`src/rtl/drw_axi_wburst.sv`:
```
// AXI write-burst engine: packs address+data runs into 4 KB-safe INCR bursts, store-and-forward.
// Optional DRW_WBURST_PERF_EN adds the BURST_CNT AW-handshake counter.
module drw_axi_wburst #(
  parameter int C_M_AXI_ADDR_WIDTH = 32,
  parameter int C_M_AXI_DATA_WIDTH = 32,
  parameter int MAX_BURST          = 16,
  parameter int FIFO_DEPTH         = 64,
  parameter int MAX_OUTSTANDING    = 4
) (
  input  logic                              CLK,
  input  logic                              ARST,
  input  logic                              RSTS,
  input  logic                              WADDRVLD,
  input  logic [C_M_AXI_ADDR_WIDTH-1:0]     WADDR,
  input  logic                              WDATAVLD,
  input  logic [C_M_AXI_DATA_WIDTH-1:0]     WDATA_IN,
  input  logic [C_M_AXI_DATA_WIDTH/8-1:0]   WSTRB_IN,
  input  logic                              WLAST_IN,
  output logic                              IN_WREADY,
  output logic [C_M_AXI_ADDR_WIDTH-1:0]     AWADDR,
  output logic [7:0]                        AWLEN,
  output logic                              AWVALID,
  input  logic                              AWREADY,
  output logic [C_M_AXI_DATA_WIDTH-1:0]     WDATA,
  output logic [C_M_AXI_DATA_WIDTH/8-1:0]   WSTRB,
  output logic                              WLAST,
  output logic                              WVALID,
  input  logic                              WREADY,
  input  logic [1:0]                        BRESP,
  input  logic                              BVALID,
  output logic                              BREADY,
  output logic                              BUSY,
  output logic                              ERR,
  output logic [31:0]                       BURST_CNT
);

  localparam int AW    = C_M_AXI_ADDR_WIDTH;
  localparam int DW    = C_M_AXI_DATA_WIDTH;
  localparam int BYTES = DW / 8;
  localparam int BSH   = $clog2(BYTES);
  localparam int CW    = (MAX_BURST > 1) ? $clog2(MAX_BURST) : 1;
  localparam int PW    = $clog2(FIFO_DEPTH);
  localparam int EW    = DW + BYTES;

  localparam logic [1:0] S_IDLE = 2'd0;
  localparam logic [1:0] S_AW   = 2'd1;
  localparam logic [1:0] S_W    = 2'd2;

  logic rst;
  assign rst = ARST | RSTS;

  logic          run_open;
  logic [AW-1:0] cur_addr;
  logic [CW-1:0] beat_cnt;
  logic [CW:0]   cnt_p1;
  logic [11:0]   end_lo;
  logic          in_fire, close_c;

  logic [EW-1:0] dmem [FIFO_DEPTH];
  logic [PW-1:0] dwp, drp;
  logic [PW:0]   dcnt;
  logic          d_full, d_empty;

  logic [AW-1:0] bq_addr [4];
  logic [7:0]    bq_len  [4];
  logic [1:0]    bq_wp, bq_rp;
  logic [2:0]    bq_cnt;
  logic          bq_full;

  logic [1:0]    state;
  logic [AW-1:0] awaddr_r;
  logic [7:0]    awlen_r;
  logic [7:0]    wleft;
  logic [3:0]    osd;
  logic          bready_r, err_r;
  logic          aw_fire, w_fire, b_fire;

  // ---------------- assembler ----------------
  assign d_full    = (dcnt == (PW+1)'(FIFO_DEPTH));
  assign d_empty   = (dcnt == '0);
  assign bq_full   = (bq_cnt == 3'd4);
  assign IN_WREADY = run_open & ~d_full & ~bq_full;
  assign in_fire   = WDATAVLD & IN_WREADY;
  assign cnt_p1    = {1'b0, beat_cnt} + 1'b1;
  // Byte address just past this beat; landing on 4 KB means the burst must end here.
  assign end_lo    = cur_addr[11:0] + (12'(cnt_p1) << BSH);
  assign close_c   = WLAST_IN | (cnt_p1 == (CW+1)'(MAX_BURST)) | (end_lo == 12'd0);

  always_ff @(posedge CLK) begin
    if (rst) begin
      run_open <= 1'b0;
      cur_addr <= '0;
      beat_cnt <= '0;
    end else if (!run_open) begin
      if (WADDRVLD) begin
        cur_addr <= WADDR;
        beat_cnt <= '0;
        run_open <= 1'b1;
      end
    end else if (in_fire) begin
      if (close_c) begin
        cur_addr <= cur_addr + (AW'(cnt_p1) << BSH);
        beat_cnt <= '0;
        if (WLAST_IN) run_open <= 1'b0;
      end else begin
        beat_cnt <= cnt_p1[CW-1:0];
      end
    end
  end

  // ---------------- data FIFO ----------------
  always_ff @(posedge CLK) begin
    if (in_fire) dmem[dwp] <= {WSTRB_IN, WDATA_IN};
  end

  always_ff @(posedge CLK) begin
    if (rst) begin
      dwp  <= '0;
      drp  <= '0;
      dcnt <= '0;
    end else begin
      if (in_fire) dwp <= dwp + 1'b1;
      if (w_fire)  drp <= drp + 1'b1;
      case ({in_fire, w_fire})
        2'b10:   dcnt <= dcnt + 1'b1;
        2'b01:   dcnt <= dcnt - 1'b1;
        default: dcnt <= dcnt;
      endcase
    end
  end

  // ---------------- burst queue ----------------
  always_ff @(posedge CLK) begin
    if (in_fire && close_c) begin
      bq_addr[bq_wp] <= cur_addr;
      bq_len[bq_wp]  <= 8'(beat_cnt);
    end
  end

  always_ff @(posedge CLK) begin
    if (rst) begin
      bq_wp  <= '0;
      bq_rp  <= '0;
      bq_cnt <= '0;
    end else begin
      if (in_fire && close_c) bq_wp <= bq_wp + 1'b1;
      if (aw_fire)            bq_rp <= bq_rp + 1'b1;
      case ({in_fire & close_c, aw_fire})
        2'b10:   bq_cnt <= bq_cnt + 1'b1;
        2'b01:   bq_cnt <= bq_cnt - 1'b1;
        default: bq_cnt <= bq_cnt;
      endcase
    end
  end

  // ---------------- issue FSM ----------------
  assign aw_fire = AWVALID & AWREADY;
  assign w_fire  = WVALID & WREADY;
  assign b_fire  = BVALID & BREADY;

  always_ff @(posedge CLK) begin
    if (rst) begin
      state    <= S_IDLE;
      awaddr_r <= '0;
      awlen_r  <= '0;
      wleft    <= '0;
    end else begin
      case (state)
        S_IDLE: if (bq_cnt != 3'd0 && osd < 4'(MAX_OUTSTANDING)) begin
          awaddr_r <= bq_addr[bq_rp];
          awlen_r  <= bq_len[bq_rp];
          state    <= S_AW;
        end
        S_AW: if (AWREADY) begin
          wleft <= awlen_r;
          state <= S_W;
        end
        S_W: if (w_fire) begin
          if (wleft == 8'd0) state <= S_IDLE;
          else               wleft <= wleft - 1'b1;
        end
        default: state <= S_IDLE;
      endcase
    end
  end

  assign AWVALID = (state == S_AW);
  assign AWADDR  = awaddr_r;
  assign AWLEN   = awlen_r;
  // The whole burst is already in the FIFO, so the empty guard never stalls a legal burst.
  assign WVALID  = (state == S_W) & ~d_empty;
  assign WLAST   = WVALID & (wleft == 8'd0);
  assign {WSTRB, WDATA} = WVALID ? dmem[drp] : '0;

  // ---------------- B channel ----------------
  always_ff @(posedge CLK) begin
    if (rst) begin
      osd      <= '0;
      bready_r <= 1'b0;
      err_r    <= 1'b0;
    end else begin
      bready_r <= 1'b1;
      if (b_fire && BRESP != 2'b00) err_r <= 1'b1;
      case ({aw_fire, b_fire})
        2'b10:   osd <= osd + 1'b1;
        2'b01:   if (osd != 4'd0) osd <= osd - 1'b1;
        default: osd <= osd;
      endcase
    end
  end

  assign BREADY = bready_r;
  assign ERR    = err_r;
  assign BUSY   = run_open | ~d_empty | (osd != 4'd0);

`ifdef DRW_WBURST_PERF_EN
  logic [31:0] burst_cnt_r;
  always_ff @(posedge CLK) begin
    if (rst)          burst_cnt_r <= '0;
    else if (aw_fire) burst_cnt_r <= burst_cnt_r + 1'b1;
  end
  assign BURST_CNT = burst_cnt_r;
`else
  assign BURST_CNT = '0;
`endif

endmodule
```
`config.mk`:
```
export PLATFORM = sky130hd
export DESIGN_NAME = drw_axi_wburst
export DESIGN_NICKNAME = d
export VERILOG_FILES = /design/src/rtl/drw_axi_wburst.sv
export SDC_FILE = /design/constraint.sdc
export NUM_CORES = 2
export LEC_CHECK = 0
export BUFFER_PORTS_ARGS = -buffer_cell sky130_fd_sc_hd__buf_2
export CORE_MARGIN = 10
export CORE_UTILIZATION = 44
export DETAILED_ROUTE_END_ITERATION = 8
export GPL_ROUTABILITY_DRIVEN = 1
export RECOVER_POWER = 25
export SYNTH_ARGS = -nofsm -noshare
export SYNTH_HDL_FRONTEND = slang
export SYNTH_SLANG_ARGS = --single-unit
export TNS_END_PERCENT = 10
```
`constraint.sdc`:
```
create_clock -name CLK -period 4.9 [get_ports CLK]
set_input_delay 0.245 -clock CLK [delete_from_list [all_inputs] [get_ports CLK]]
set_output_delay 0.245 -clock CLK [all_outputs]
set_load 0.03 [all_outputs]
```
==> metrics.csv <==
stage;metric;value;unit
pwr;seq_power_share;54.3;%
final_layout;drive_gt1_share;30.74;%
synthesis;synth_cells;4389;
pwr;p_per_area;388.8;mW/mm^2
outcome;violations;max-capacitance violations, max-slew violations;
timing;slew_violations;1755;
pwr;switching_power;8.664;mW
final_layout;final-seq-area;0.07596;mm^2
setup_path;critPathBufInv;2;
timing;layout_setup_ws;0.1650;ns
timing;finalClockSkew;0.05014;ns
die;fp.dieW;495.1;um
synthesis;synth_edf_count;2448;
setup_path;cpPeakStageDelay;0.65;ns
timing;worst_slew_pin_slew;2.997;ns
synthesis;syn-cell-area;0.09932;mm^2
setup_path;crit_arrival;4.49;ns
setup_path;start_kind;flip-flop;
timing;post-route-period-util;96.63;%
placed_design;port_buffers;157;
worst_hold_path;whs_endpoint;dwp[1];
final_layout;utilization;50.77;%
pwr;intPower;35.69;mW
timing;finalSetupViolCount;0;
placed_design;place_congestion;0.8006;
timing;hold_viol_final;0;
pwr;ir_drop;0.2433;mV
die;fp.coreArea;0.2247;mm^2
synthesis;synth-seq-cells;2569;
cts;cts_tree;yes;
detailed_routing;vias;47020;
worst_hold_path;hold_class;primary input to flip-flop;
grt;grtUsageTotal;19.78;%
pwr;swShare;19.53;%
cts;cts-root-buf;clkbuf_16;
timing;tns;0;ns
setup_path;worstSetupPathDepth;6;
grt;grt_max_degree;65;
synthesis;synth_top_flop_cell;edfxtp_1;
worst_hold_path;hold_start;WDATAVLD;
detailed_routing;wl;244000;um
die;die_h;495.1;um
final_layout;multi_input_area;0.02256;mm^2
setup_path;cp_common_cell;mux4_2;
timing;slew_headroom;-99.78;%
pwr;power.leakage;34.51;nW
synthesis;yosysSeqAreaShare;76.45;%
detailed_routing;drc;0;
timing;period_needed;4.735;ns
synthesis;ys_top_cells_by_area;edfxtp_1, mux4_2, dfxtp_1, nor2_1, nand2_1;
setup_path;cp_cell_sequence;buf_12 -> mux4_2 -> mux4_2 -> mux2i_1 -> a211oi_1 -> buf_2;
placed_design;pre_cts_slack;0.8051;ns
timing;rsz0062_at_grt;no;
cts;cts-resized-gates;0;
setup_path;r2r_cells;12;
die;num_rows;174;
final_layout;fill_cells;17590;
grt;grt_pass1_vias;47810;
final_layout;layout_common_cells;edfxtp_1, mux4_2, clkbuf_16;
setup_path;critPathSlowestCell;dfxtp_4;
cts;hold_buffers;44;
synthesis;syn_area_per_cell;22.63;um^2
grt;overflow;0;
timing;fmax;211.2;MHz
setup_path;r2r_setup_slack;0.68;ns
cts;clkLatencyLatePin;0.93;ns
setup_path;worstReg2RegEnd;cur_addr[22];
die;start_util;44.20;%
grt;antenna_found_initial;20;
detailed_routing;vias_per_cell;5.873;
pwr;clock_power_share;44.4;%
cts;cts.sinks;2569;
job;cap_violations;27;
final_layout;nNetsFinal;4935;
setup_path;critPathMaxFanout;43;
synthesis;synth_area_leader_cell;edfxtp_1;
synthesis;ys_types;70;
pwr;power_frac_comb;1.3;%
grt;grt_pass1_wl;352100;um
synthesis;ys_warn_count;0;
worst_hold_path;worstHoldPathCells;5;
detailed_routing;ant_nets;0;
die;ioPinCount;194;
setup_path;critPathCaptureType;output pin;
detailed_routing;wl_per_cell;30.47;um
synthesis;yosys.area.top_type_share;74.02;%
setup_path;critPathRequiredTime;4.66;ns
synthesis;synth_async_sr_flop_share;0;%
placed_design;hpwl;139400;um
die;die_area;0.2451;mm^2
cts;clockBufferDepth;4;
cts;postCtsSetupRepairBufs;0;
final_layout;final_common_cell;edfxtp_1;
cts;cts_max_level;5;
setup_path;crit_family;multiplexers;
cts;cts_buffers;279;
outcome;run_status;finished with violations;
setup_path;worstReg2RegStart;beat_cnt[0];
final_layout;area_growth;14.86;%
setup_path;setup.worst_path.class;flip-flop to output pin;
detailed_routing;drtPass1Iterations;5;
cts;cts.clk_slew.worst_paths;0.06;ns
detailed_routing;drt_iter0_drc;5192;
[sequential cells by signal, indices dropped and copies added, names as in the netlist, named ones only]
signal    count
AWADDR       32
AWLEN         4
BREADY        1
ERR           1
beat_cnt      4
bq_addr     128
bq_cnt        3
bq_len       16
bq_rp         2
bq_wp         2
cur_addr     32
dcnt          7
dmem       2304
drp           6
dwp           6
osd           4
run_open      1
state         2
wleft         8
[cell type report]
class | instances | share of cell area [%]
clock inverters | 121 | 0.9213
multi-input cells | 1554 | 19.77
repair buffers | 387 | 2.883
flip-flops and latches | 2569 | 66.58
inverters | 35 | 0.1152
clock buffers | 344 | 6.434
diodes | 4 | 0.008774
well taps | 2992 | 3.282
[power by group through the flow]
stage | combinational [mW] | clock, mW | sequential, mW
after floorplan | 0.185 | 0 | 24.5
after global placement | 0.535 | 0 | 24.5
after detailed placement | 0.559 | 0 | 24.5
after CTS | 0.587 | 20.1 | 24.1
after global routing | 0.636 | 20.9 | 24.1
final | 0.584 | 19.7 | 24.1
[tightest hold or removal path, delay by kind of cell]
family	cells	cell delay, ns
AND/OR/NAND/NOR	2	0.26
buffers and inverters	2	0.35
AO/OA/AOI/OAI	1	0.05
[kinds of logic after synthesis]
family	count (synthesis)	synth area share [%]
flops	2569	76.45
mux	804	17.89
simple gates	420	1.962
buf+inv	301	1.476
compound gates	232	1.521
xor+xnor	32	0.2822
fa+ha+maj	30	0.4082
other cells	1	0.003776
[worst max path at each step]
stage                start       endpoint
2_1_floorplan     run_open    dmem[43][0]
3_3_place_gp   beat_cnt[0]  bq_addr[1][0]
3_5_place_dp   beat_cnt[0]  bq_addr[2][3]
4_1_cts          flip-flop      WDATA[15]
5_1_grt          flip-flop      WDATA[19]
6_report         flip-flop       WDATA[8]
[per-layer routing]
metal | part of all wire, % | wire [um] | GRT usage [%] | vias up
li1 | - | - | - | 19370
met1 | 41 | 99440 | 27.48 | 25540
met2 | 50 | 121100 | 32.53 | 1777
met3 | 7.4 | 18150 | 3.761 | 318
met4 | 2.1 | 5172 | 4.824 | 8
met5 | 0.021 | 51 | 0 | -
[synthesized netlist by cell type, drive strengths merged, types with 5 or more instances]
cell type	count
or3	9
nor3	9
mux4	777
nand4	8
o21ai	29
buf	145
a21oi	93
a21boi	7
nand3	22
nand2	132
nor2b	22
xor2	15
a211oi	39
a21o	9
and4	5
and3	6
clkbuf	121
o32ai	7
dfxtp	121
and2	28
edfxtp	2448
nand3b	7
ha	26
inv	34
nor2	141
nor4	13
or4	5
o21a	6
mux2i	26
a311oi	6
xnor2	17
[through the flow]
stage          cell area, um^2  power, mW  hold WS, ns  cells
3_5_place_dp            105300      25.10       0.4422   7493
4_1_cts                 114100      44.73      0.01478   8002
3_3_place_gp            105300      25.07       0.4316   7493
2_1_floorplan            99450      24.71       0.3439   4424
5_1_grt                 114100      45.63      0.08218   8003
6_report                114100      44.36      0.07044   8006
No activity file was read; power rests on OpenSTA's default activity.
